### src/rtl/prf_free_list_if.sv
// Rename/commit <-> free-list port bundle. The master is the pipeline side;
// the slave is the free list itself.
interface prf_free_list_if #(
    parameter int PRF_W = 6,
    parameter int CNT_W = 6
);
    logic             recover;
    logic             alloc_req_0;
    logic             alloc_req_1;
    logic             alloc_ok;
    logic [PRF_W-1:0] alloc_prf_0;
    logic [PRF_W-1:0] alloc_prf_1;
    logic             free_0_valid;
    logic [PRF_W-1:0] free_prf_0;
    logic             free_1_valid;
    logic [PRF_W-1:0] free_prf_1;
    logic             commit_alloc_0;
    logic             commit_alloc_1;
    logic [CNT_W-1:0] free_count;
    logic             fl_err;

    modport master (
        output recover, alloc_req_0, alloc_req_1,
        output free_0_valid, free_prf_0, free_1_valid, free_prf_1,
        output commit_alloc_0, commit_alloc_1,
        input  alloc_ok, alloc_prf_0, alloc_prf_1, free_count, fl_err
    );

    modport slave (
        input  recover, alloc_req_0, alloc_req_1,
        input  free_0_valid, free_prf_0, free_1_valid, free_prf_1,
        input  commit_alloc_0, commit_alloc_1,
        output alloc_ok, alloc_prf_0, alloc_prf_1, free_count, fl_err
    );
endinterface

### src/rtl/prf_free_list.sv
// Dual-ported physical-register free list with speculative/committed heads.
// Optional consistency checking is enabled by defining FREELIST_CHECK_EN.
module prf_free_list #(
    parameter int PRF_NUM       = 64,
    parameter int ARF_NUM       = 32,
    parameter int PRF_NUM_WIDTH = $clog2(PRF_NUM),
    parameter int DEPTH         = PRF_NUM - ARF_NUM,
    parameter int PTR_W         = $clog2(DEPTH)
) (
    input logic             clk,
    input logic             rst,
    prf_free_list_if.slave  fl
);

    logic [PTR_W:0]         head_reg, head_next;
    logic [PTR_W:0]         chead_reg, chead_next;
    logic [PTR_W:0]         tail_reg, tail_next;
    logic [PTR_W:0]         head_plus1, tail_plus1;
    logic [PTR_W:0]         count;
    logic [PTR_W:0]         n_req_ext;
    logic [1:0]             n_req, n_free, n_commit;
    logic                   grant;
    logic [PTR_W-1:0]       wr_addr_0, wr_addr_1;
    logic [PRF_NUM_WIDTH-1:0] list_rd [DEPTH];

    assign n_req     = {1'b0, fl.alloc_req_0} + {1'b0, fl.alloc_req_1};
    assign n_free    = {1'b0, fl.free_0_valid} + {1'b0, fl.free_1_valid};
    assign n_commit  = {1'b0, fl.commit_alloc_0} + {1'b0, fl.commit_alloc_1};
    assign n_req_ext = {{(PTR_W-1){1'b0}}, n_req};

    assign count      = tail_reg - head_reg;
    assign head_plus1 = head_reg + {{PTR_W{1'b0}}, 1'b1};
    assign tail_plus1 = tail_reg + {{PTR_W{1'b0}}, 1'b1};

    // All-or-nothing grant; a recover cycle never grants.
    assign grant = !fl.recover && (n_req != 2'd0) && (count >= n_req_ext);

    assign fl.alloc_ok    = grant;
    assign fl.alloc_prf_0 = list_rd[head_reg[PTR_W-1:0]];
    assign fl.alloc_prf_1 = fl.alloc_req_0 ? list_rd[head_plus1[PTR_W-1:0]]
                                           : list_rd[head_reg[PTR_W-1:0]];
    assign fl.free_count  = count;

    // A lone slot-1 free lands at the tail; otherwise it follows slot 0.
    assign wr_addr_0 = tail_reg[PTR_W-1:0];
    assign wr_addr_1 = fl.free_0_valid ? tail_plus1[PTR_W-1:0] : tail_reg[PTR_W-1:0];

    assign tail_next  = tail_reg + {{(PTR_W-1){1'b0}}, n_free};
    assign chead_next = chead_reg + {{(PTR_W-1){1'b0}}, n_commit};

    always_comb begin
        head_next = head_reg;
        if (fl.recover) begin
            head_next = chead_next;
        end else if (grant) begin
            head_next = head_reg + n_req_ext;
        end
    end

    always_ff @(posedge clk or negedge rst) begin
        if (!rst) begin
            head_reg  <= '0;
            chead_reg <= '0;
            tail_reg  <= {1'b1, {PTR_W{1'b0}}};
        end else begin
            head_reg  <= head_next;
            chead_reg <= chead_next;
            tail_reg  <= tail_next;
        end
    end

    // Ring storage; entries reset to the PRFs not mapped by the architectural state.
    for (genvar gi = 0; gi < DEPTH; gi++) begin : g_entry
        logic [PRF_NUM_WIDTH-1:0] entry_reg;

        always_ff @(posedge clk or negedge rst) begin
            if (!rst) begin
                entry_reg <= PRF_NUM_WIDTH'(ARF_NUM + gi);
            end else if (fl.free_1_valid && (wr_addr_1 == PTR_W'(gi))) begin
                entry_reg <= fl.free_prf_1;
            end else if (fl.free_0_valid && (wr_addr_0 == PTR_W'(gi))) begin
                entry_reg <= fl.free_prf_0;
            end
        end

        assign list_rd[gi] = entry_reg;
    end

`ifdef FREELIST_CHECK_EN
    logic             err_reg;
    logic             overflow, chead_pass, under_grant;
    logic [PTR_W+1:0] count_after_free;

    assign count_after_free = {1'b0, count} + {{PTR_W{1'b0}}, n_free};
    assign overflow         = count_after_free > (PTR_W+2)'(DEPTH);
    assign chead_pass       = (chead_next - chead_reg) > (head_reg - chead_reg);
    assign under_grant      = grant && (count < n_req_ext);

    always_ff @(posedge clk or negedge rst) begin
        if (!rst) begin
            err_reg <= 1'b0;
        end else if (overflow || chead_pass || under_grant) begin
            err_reg <= 1'b1;
        end
    end

    assign fl.fl_err = err_reg;
`else
    assign fl.fl_err = 1'b0;
`endif

endmodule

### src/flat_wrapper.sv
// flat-port wrapper written by rule: the top's interface ports become plain ports
module prf_free_list_flat 
#(
    parameter int PRF_NUM       = 64,
    parameter int ARF_NUM       = 32,
    parameter int PRF_NUM_WIDTH = $clog2(PRF_NUM),
    parameter int DEPTH         = PRF_NUM - ARF_NUM,
    parameter int PTR_W         = $clog2(DEPTH)
)
  (clk, rst, fl_recover, fl_alloc_req_0, fl_alloc_req_1, fl_free_0_valid, fl_free_prf_0, fl_free_1_valid, fl_free_prf_1, fl_commit_alloc_0, fl_commit_alloc_1, fl_alloc_ok, fl_alloc_prf_0, fl_alloc_prf_1, fl_free_count, fl_fl_err);
  prf_free_list_if fl_i ();
  input logic clk;
  input logic rst;
  input wire logic [$bits(fl_i.recover)-1:0] fl_recover;
  input wire logic [$bits(fl_i.alloc_req_0)-1:0] fl_alloc_req_0;
  input wire logic [$bits(fl_i.alloc_req_1)-1:0] fl_alloc_req_1;
  input wire logic [$bits(fl_i.free_0_valid)-1:0] fl_free_0_valid;
  input wire logic [$bits(fl_i.free_prf_0)-1:0] fl_free_prf_0;
  input wire logic [$bits(fl_i.free_1_valid)-1:0] fl_free_1_valid;
  input wire logic [$bits(fl_i.free_prf_1)-1:0] fl_free_prf_1;
  input wire logic [$bits(fl_i.commit_alloc_0)-1:0] fl_commit_alloc_0;
  input wire logic [$bits(fl_i.commit_alloc_1)-1:0] fl_commit_alloc_1;
  output wire logic [$bits(fl_i.alloc_ok)-1:0] fl_alloc_ok;
  output wire logic [$bits(fl_i.alloc_prf_0)-1:0] fl_alloc_prf_0;
  output wire logic [$bits(fl_i.alloc_prf_1)-1:0] fl_alloc_prf_1;
  output wire logic [$bits(fl_i.free_count)-1:0] fl_free_count;
  output wire logic [$bits(fl_i.fl_err)-1:0] fl_fl_err;
  assign fl_i.recover = fl_recover;
  assign fl_i.alloc_req_0 = fl_alloc_req_0;
  assign fl_i.alloc_req_1 = fl_alloc_req_1;
  assign fl_i.free_0_valid = fl_free_0_valid;
  assign fl_i.free_prf_0 = fl_free_prf_0;
  assign fl_i.free_1_valid = fl_free_1_valid;
  assign fl_i.free_prf_1 = fl_free_prf_1;
  assign fl_i.commit_alloc_0 = fl_commit_alloc_0;
  assign fl_i.commit_alloc_1 = fl_commit_alloc_1;
  assign fl_alloc_ok = fl_i.alloc_ok;
  assign fl_alloc_prf_0 = fl_i.alloc_prf_0;
  assign fl_alloc_prf_1 = fl_i.alloc_prf_1;
  assign fl_free_count = fl_i.free_count;
  assign fl_fl_err = fl_i.fl_err;
  prf_free_list #(.PRF_NUM(PRF_NUM), .ARF_NUM(ARF_NUM), .PRF_NUM_WIDTH(PRF_NUM_WIDTH), .DEPTH(DEPTH), .PTR_W(PTR_W)) u_core (.clk(clk), .rst(rst), .fl(fl_i));
endmodule
### config.mk
export PLATFORM = sky130hd
export DESIGN_NAME = prf_free_list_flat
export DESIGN_NICKNAME = d
export VERILOG_FILES = /design/src/rtl/prf_free_list_if.sv /design/src/rtl/prf_free_list.sv /design/src/flat_wrapper.sv
export SDC_FILE = /design/constraint.sdc
export NUM_CORES = 1
export LEC_CHECK = 0
export CORE_AREA = 4 4 183 203
export CTS_CLUSTER_SIZE = 25
export DETAILED_ROUTE_END_ITERATION = 10
export DIE_AREA = 0 0 187 207
export SLEW_MARGIN = 20
export SYNTH_ARGS = -nofsm -noshare
export SYNTH_HDL_FRONTEND = slang
export SYNTH_SLANG_ARGS = --single-unit
### constraint.sdc
create_clock -name clk -period 3.93 [get_ports clk]
set_input_delay 0.393 -clock clk [delete_from_list [all_inputs] [get_ports clk]]
set_output_delay 0.393 -clock clk [all_outputs]
set_load 0.1 [all_outputs]
==> run metrics, run 1 <==
outcome=finished clean; Worst Hold Class=input port to flip-flop; via count=~10000; row count=slightly above 70; routed vias/inst=between 6 and 7; FF-to-FF Start=u_core.tail_reg[0]$_DFF_PN0_; Async SR Flop Fraction=100%; area of the mapped netlist=between 10000 and 15000 um2; fin worst setup slack=~0.15 ns; Placement Setup Slack=about 0.64 ns; area added between synthesis and finish=14.2%; Top Ports=between 40 and 50; routed len/inst=26.5 um; root buffer cell=clkbuf_16; Hold Violations, Final=0; net count after synthesis=1246; Post-synth EDFFs=0; CP Data Arrival Time=around 3.4 ns; DRT Pass-1 Iters=7; Post-Route Setup TNS=0 ns; Max-slew headroom=between 20% and 30%; clock skew=0.0120 ns; overall die height=between 200 and 250 um; Post-Synthesis Cells=1200; fillers=roughly 3200; Max-Cap Viols=0; crit end category=output pin; ant diodes=0; Post-synth top flop=dfstp_2; crit path time final=between 3 and 4 ns; global-route wire length before repair=about 70000 um; post-synthesis sequential area ratio=between 30% and 40%; Setup Viol. Count Final=0; drt total wl=around 45000 um; Remaining DRCs=0; die footprint=38700 um2; initial detailed-routing violation count=between 1000 and 1500; TritonCTS buffer count=25; R2R depth=9; post-synthesis register bit count=210; Max Buffers Root-to-Sink=3; total congestion overflow=0; gp weighted congestion=0.982; Reg2Reg Capture Point=u_core.g_entry[27].entry_reg[2]$_DFFE_PN0P_; maximum clock frequency=~260 MHz; core area=~35000 um2; Worst R2R Setup Slack=roughly 0.61 ns; DRT antenna net count=0; CP Launch Point=u_core.head_reg[0]$_DFFE_PN0P_; syn_area_per_cell=around 12 um2; CTS clk-pin slew, worst paths=0.06 ns; initial antenna violation count=0; commonest non-fill, non-tap cells in the layout=nand2_1, mux4_2, mux2i_1; I/O Buffers=39; Max Slew Vio Count=0; Clock Latency Late Sink=between 0.5 and 0.6 ns; crit path launch type=flip-flop; vias in the first global route=around 11000; CTS tree=yes; synth warn=0; GRT Overall Usage=approximately 23%; Period Utilization, post-route=a little over nine tenths; commonest non-fill, non-tap cell in the layout=nand2_1; max reg flops=192; total number of H-tree levels=1; layout cells sized above 1=between 30% and 40%; Unique masters post-synth=54; setup repair after global routing missed its margin=no; Final #Nets=1283; Setup Buffers After CTS=0; pin count of the biggest net entering global routing=84; actual slew at the worst max-slew pin=around 1.1 ns; critical path type=flip-flop to output pin; detailed placer's ending HPWL=30700 um; Req. time, crit path=3.54 ns; Worst Setup EP=fl_alloc_prf_1[5]; clk sinks=210; die width=between 150 and 200 um; CP Max Fanout=21; Initial Util=between 30% and 40%
-- how the worst min path moves through the flow --
stage,start,to,slack [ns],depth (start not counted)
floorplan,rst,u_core.chead_reg[0]$_DFF_PN0_,0.1,0
global placement,u_core.chead_reg[5]$_DFF_PN0_,u_core.chead_reg[5]$_DFF_PN0_,0.45,1
detailed placement,u_core.chead_reg[5]$_DFF_PN0_,u_core.chead_reg[5]$_DFF_PN0_,0.45,1
CTS,fl_free_prf_1[5],u_core.g_entry[16].entry_reg[5]$_DFFE_PN1P_,0.37,3
global route,fl_free_prf_1[5],u_core.g_entry[16].entry_reg[5]$_DFFE_PN1P_,0.42,3
finish,fl_free_prf_1[5],u_core.g_entry[17].entry_reg[5]$_DFFE_PN1P_,0.40,3
-- area by class of cell --
| type | count | area, um2 | share of cell area [%] |
|---|---|---|---|
| Multi-Input combinational cell | 868 | 8090 | 50.9 |
| Sequential cell | 210 | 5400 | 34.0 |
| Timing Repair Buffer | 105 | 972 | 6.12 |
| Clock buffer | 40 | 722 | 4.54 |
| Tap cell | 444 | 556 | 3.50 |
| Inverter | 27 | 101 | 0.638 |
| Clock inverter | 4 | 45.0 | 0.283 |
-- per-stage QoR --
step,utilization (%),hold WS (ns),area [um2],cells
final,45.5,0.400,15900,1698
after global routing,45.5,0.421,15900,1698
after CTS,45.5,0.375,15900,1698
after floorplan,-,0.0974,14000,1200
after global placement,43.2,0.454,15100,1653
after detailed placement,43.2,0.451,15100,1653
-- critical path: stages, from the launching register on --
cell and delay [ns]:
dfrtp_4 0.52, ha_4 0.29, buf_4 0.38, mux4_2 0.61, mux4_2 0.48, mux2i_1 0.26
a21oi_2 0.12, buf_12 0.17
-- layer usage --
metal | share of wire [%] | track usage (%)
met5 | 0 | 0
met3 | 6.8 | 3.37
met4 | 3.4 | 7.14
met2 | 47 | 36.4
met1 | 43 | 32.7
-- cells by family (layout without fill, tap and decap cells) --
kind of cell	Yosys count	in the layout	share of synthesized area, %
buf+inv	122	176	3.87
fa+ha+maj	25	25	2.46
compound gates	224	224	10.3
flops	210	210	38.8
xor+xnor	16	16	1.01
mux	332	332	35.5
simple gates	270	270	7.98
other cells	1	1	0.0269
-- repair_timing --
item,in CTS,in global routing
gates resized for setup,0,2
endpoints found under the setup margin,0,1
endpoints found under the hold margin,38,0
hold buffers,1,0
-- synthesized netlist by cell type, types with 2 or more instances --
library cell | count | area [um2]
fa_1 | 4 | 80.1
ha_1 | 21 | 263
buf_2 | 11 | 55.1
buf_1 | 7 | 26.3
mux4_2 | 120 | 2700
inv_1 | 24 | 90.1
and3_1 | 3 | 18.8
xnor2_1 | 9 | 78.8
o21ai_0 | 86 | 430
nor3_1 | 6 | 30.0
o211ai_1 | 7 | 52.6
buf_4 | 6 | 45.0
mux2_2 | 97 | 1090
mux2i_1 | 115 | 1150
and2_1 | 3 | 18.8
xor2_1 | 7 | 61.3
nor2_2 | 3 | 18.8
a21oi_1 | 39 | 195
nor2_1 | 97 | 364
clkbuf_1 | 65 | 244
nand2_1 | 123 | 462
o311ai_0 | 2 | 17.5
buf_6 | 6 | 67.6
nand2b_1 | 6 | 37.5
dfrtp_1 | 97 | 2430
a21o_1 | 39 | 293
o2111ai_1 | 2 | 17.5
dfstp_2 | 113 | 2970
clkinv_1 | 2 | 7.51
a22o_1 | 37 | 324
nand3_1 | 20 | 100
Power of run 1 is left out: the tool's default activity adds up to more than one toggle a clock period on the data nets, which glitch-free logic cannot reach.
==> run 2, diff against run 1 <==
- GPL_TIMING_DRIVEN: not set -> 0
==> run 2 against run 1 <==
Against the previous run: setup slack lost 0.12 ns; critical path depth is the same; sequential cell count is the same; clock-buffer cell count shrank 2; critical endpoint is now fl_alloc_prf_0[2]; highest routed layer is now met5.
==> run metrics, run 2 (synthesis results as in run 1) <==
Placement Setup Slack=-1.10 ns; CTS clk-pin slew, worst paths=around 0.070 ns; clock skew=0.0245 ns; total number of H-tree levels=1; CP Data Arrival Time=around 3.5 ns; actual slew at the worst max-slew pin=roughly 1.2 ns; area added between synthesis and finish=14.6%; via count=~11000; Max Buffers Root-to-Sink=3; CP Max Fanout=10; critical path type=flip-flop to output pin; crit path launch type=flip-flop; slowest stage delay, CP=roughly 0.62 ns; TritonCTS buffer count=25; setup repair after global routing missed its margin=no; CP Cell Sequence=buf_6 -> buf_4 -> mux4_2 -> mux4_2 -> nand2_1 -> nand2_1 -> dlygate4sd2_1; Period Utilization, post-route=about 99%; max reg flops=roughly 190; commonest non-fill, non-tap cell in the layout=nand2_1; placed insts=1685; fin worst setup slack=between 0.03 and 0.04 ns; I/O Buffers=39; pin count of the biggest net entering global routing=95; clk sinks=between 200 and 250; Initial Util=39.8%; core area=35000 um2; detailed placer's ending HPWL=between 30000 and 40000 um; kind of cell adding the most delay to the critical path=buffers and inverters; drt total wl=around 50000 um; fin cells=1732; CTS tree=yes; fillers=approximately 3300; routed vias/inst=~6.3; Setup Viol. Count Final=0; die width=around 190 um; Remaining DRCs=0; DRT Pass-1 Iters=5; total congestion overflow=0; root buffer cell=clkbuf_16; vias in the first global route=around 11000; routed len/inst=29.0 um; overall die height=just over 200 um; maximum clock frequency=around 260 MHz; Max Slew Vio Count=0; Setup Buffers After CTS=0; Max-slew headroom=between 10% and 20%; row count=between 70 and 80; layout cells sized above 1=34.8%; Clock Latency Late Sink=about 0.56 ns; die footprint=38700 um2; Top Ports=between 40 and 50; GRT Overall Usage=between 20% and 30%; Worst Hold Class=input port to asynchronous set/reset pin; gp weighted congestion=approximately 0.99; outcome=finished clean; global-route wire length before repair=74100 um; crit path time final=between 3 and 4 ns; Max-Cap Viols=0; crit end category=output pin; DRT antenna net count=0; Final #Nets=between 1000 and 1500; Hold Violations, Final=0; commonest non-fill, non-tap cells in the layout=nand2_1, mux4_2, dfstp_2; Req. time, crit path=roughly 3.5 ns; initial detailed-routing violation count=around 1200; footprint of the multi-input gates=roughly 8000 um2; initial antenna violation count=2; register area=around 5400 um2; slowest CP cell=dlygate4sd2_1; Buf/Inv on CP=3; ant diodes=0
run 2: cell types whose count changed in the layout (fill, tap and decap cells not counted), sizes merged:
| cell | delta |
|---|---|
| bufinv | +3 |
| clkbuf | +67 |
| clkdlybuf4s50 | +5 |
| dlygate4sd2 | +3 |
| clkdlybuf4s15 | +2 |
| buf | -47 |
| inv | +1 |
run 2: stage by stage:
stage / utilization [%] / instance area [um2] / setup TNS [ns] / hold WS, ns
floorplan: - / 14000 / -0.0439 / 0.0974
global placement: 42.8 / 14900 / -1093.27 / 0.457
detailed placement: 42.9 / 15000 / -4.06 / 0.350
CTS: 45.6 / 15900 / 0 / 0.376
global route: 45.6 / 16000 / 0 / 0.402
finish: 45.6 / 16000 / 0 / 0.353
run 2: metal layers:
layer  GRT usage, %  part of all wire [%]  vias to the layer above
li1               -                     -                     4597
met1           32.3                    38                     5619
met2           40.2                    46                      569
met5              0                 0.046                        -
met3           7.26                   9.7                      171
met4           12.6                   6.4                        4
run 2: area by class of cell:
type | count | area share (%)
Sequential cell | 210 | 33.8
Clock buffer | 38 | 4.54
Multi-Input combinational cell | 868 | 50.9
Timing Repair Buffer | 42 | 2.64
Clock inverter | 8 | 0.902
Tap cell | 444 | 3.48
Inverter | 27 | 0.635
Buffer | 95 | 3.05
run 2: worst paths after layout:
path                       depth (start not counted)                            from  slack [ns]                                     endpoint
setup / recovery                                   7  u_core.head_reg[0]$_DFFE_PN0P_        0.03                            fl_alloc_prf_0[2]
hold / removal                                     2                             rst        0.35  u_core.g_entry[24].entry_reg[1]$_DFFE_PN0P_
setup reg to reg                                   8    u_core.tail_reg[1]$_DFF_PN0_        0.39  u_core.g_entry[29].entry_reg[1]$_DFFE_PN0P_
hold reg to reg                                    1   u_core.chead_reg[5]$_DFF_PN0_        0.47                u_core.chead_reg[5]$_DFF_PN0_
max in group asynchronous                          3                             rst        2.67   u_core.g_entry[4].entry_reg[5]$_DFFE_PN1P_
min in group clk                                   1   u_core.chead_reg[5]$_DFF_PN0_        0.47                u_core.chead_reg[5]$_DFF_PN0_
run 2: repair_timing:
item	4_1_cts	5_1_grt
endpoints found under the setup margin	18	13
cloned	0	0
gates resized for setup	83	18
hold buffers	1	0
hold endpoints to repair	15	0
Power of run 2 is left out for the same reason.
==> run 3, diff against run 2 <==
- TNS_END_PERCENT: not set -> 30
==> run 3 against run 2 <==
Against the previous run: setup slack barely moved; global-route usage decreased by 0.33 points; utilization fell by 0.054 points; fmax about the same; clock skew decreased by 0.011 ns; critical path depth is the same; wire length fell by 1.1%; critical endpoint unchanged.
==> run metrics, run 3 (synthesis results as in run 1) <==
die footprint=38700 um2; total number of H-tree levels=1; crit path launch type=flip-flop; CTS tree=yes; Critical Path Stages=7; Req. time, crit path=approximately 3.5 ns; via count=10900; area added between synthesis and finish=14.5%; CP Cell Sequence=buf_6 -> buf_4 -> mux4_2 -> mux4_2 -> nand2_1 -> nand2_1 -> dlygate4sd2_1; register area=between 5000 and 6000 um2; commonest non-fill, non-tap cells in the layout=nand2_1, mux4_2, mux2i_1; Top Ports=41; Hold Violations, Final=0; routed vias/inst=roughly 6.3; DRT Pass-1 Iters=6; core area=about 35000 um2; Max-slew headroom=around 15%; row count=72; crit end category=output pin; CTS clk-pin slew, worst paths=0.06 ns; Setup Viol. Count Final=0; max reg flops=192; Worst Hold Class=input port to asynchronous set/reset pin; global-route wire length before repair=~73000 um; Max Slew Vio Count=0; overall die height=207 um; R2R depth=8; footprint of the multi-input gates=between 8000 and 9000 um2; initial antenna violation count=0; clock skew=approximately 0.014 ns; actual slew at the worst max-slew pin=between 1 and 1.5 ns; die width=187 um; critical path type=flip-flop to output pin; CP Max Fanout=10; Max Buffers Root-to-Sink=3; Final #Nets=1317; hold slack=0.351 ns; detailed placer's ending HPWL=between 30000 and 40000 um; Buf/Inv on CP=3; Period Utilization, post-route=99.2%; Max-Cap Viols=0; vias in the first global route=11000; Placement Setup Slack=-1.12 ns; total congestion overflow=0; kind of cell adding the most delay to the critical path=buffers and inverters; slowest CP cell=dlygate4sd2_1; TritonCTS buffer count=26; crit path time final=3.90 ns; outcome=finished clean; Core Util, Final=about 46%; root buffer cell=clkbuf_16; CP Data Arrival Time=around 3.5 ns; setup repair after global routing missed its margin=yes; Clock Latency Late Sink=~0.55 ns; gp weighted congestion=about 1.1; Remaining DRCs=0; fillers=between 3000 and 4000; DRT antenna net count=0; drt total wl=approximately 50000 um; fin worst setup slack=around 0.031 ns; layout cells sized above 1=between 30% and 40%; initial detailed-routing violation count=roughly 1300; ant diodes=0; commonest non-fill, non-tap cell in the layout=nand2_1; Initial Util=roughly two fifths; slowest stage delay, CP=between 0.6 and 0.7 ns; GRT Overall Usage=25.2%; I/O Buffers=39; clk sinks=210; Post-Route Setup TNS=0 ns; maximum clock frequency=approximately 260 MHz; routed len/inst=between 20 and 30 um; pin count of the biggest net entering global routing=88
## run 3: path summary, 6_finish.rpt
path	to	slack, ns	start
worst max-delay path	fl_alloc_prf_0[2]	0.03	u_core.head_reg[0]$_DFFE_PN0P_
worst min-delay path	u_core.g_entry[26].entry_reg[0]$_DFFE_PN0P_	0.35	rst
worst max register to register	u_core.g_entry[29].entry_reg[1]$_DFFE_PN0P_	0.38	u_core.tail_reg[1]$_DFF_PN0_
worst min register to register	u_core.chead_reg[5]$_DFF_PN0_	0.46	u_core.chead_reg[5]$_DFF_PN0_
max in group asynchronous	u_core.g_entry[31].entry_reg[3]$_DFFE_PN1P_	2.77	rst
min in group clk	u_core.chead_reg[5]$_DFF_PN0_	0.46	u_core.chead_reg[5]$_DFF_PN0_
## run 3: worst reg2reg max path, cell delays in order, from the launching register on
cell      delay, ns
dfrtp_1        0.58
ha_1           0.39
and3_1         0.25
ha_1           0.24
nand2b_1       0.15
a21oi_1        0.31
nand3_1        0.41
nor2_1         0.68
mux2_2         0.41
## run 3: cell type report
type                            instances  area share, %
Multi-Input combinational cell        868           50.8
Sequential cell                       210           33.9
Clock buffer                           32           4.48
Tap cell                              444           3.49
Buffer                                 95           2.95
Timing Repair Buffer                   43           2.83
Clock inverter                         16          0.958
Inverter                               27          0.636
## run 3: routing by layer
| metal | vias to the layer above | wire, um | GRT usage, % |
|---|---|---|---|
| met5 | - | 0 | 0 |
| met4 | 0 | 2610 | 10.7 |
| met3 | 134 | 4910 | 5.24 |
| met2 | 692 | 23100 | 40.2 |
| met1 | 5490 | 19000 | 33.5 |
| li1 | 4601 | - | - |
## run 3: repair_timing
item / CTS / global route
buffers inserted: 0 / 1
resized for setup: 79 / 15
hold buffers: 1 / 0
setup endpoints to repair: 19 / 16
endpoints found under the hold margin: 15 / 0
cloned: 0 / 0
## run 3: through the flow
stage | instance area (um2) | cells
2_1_floorplan | 14000 | 1200
3_3_place_gp | 14900 | 1683
3_5_place_dp | 15000 | 1685
4_1_cts | 15900 | 1734
5_1_grt | 15900 | 1735
6_report | 15900 | 1735
Power of run 3 is left out for the same reason.
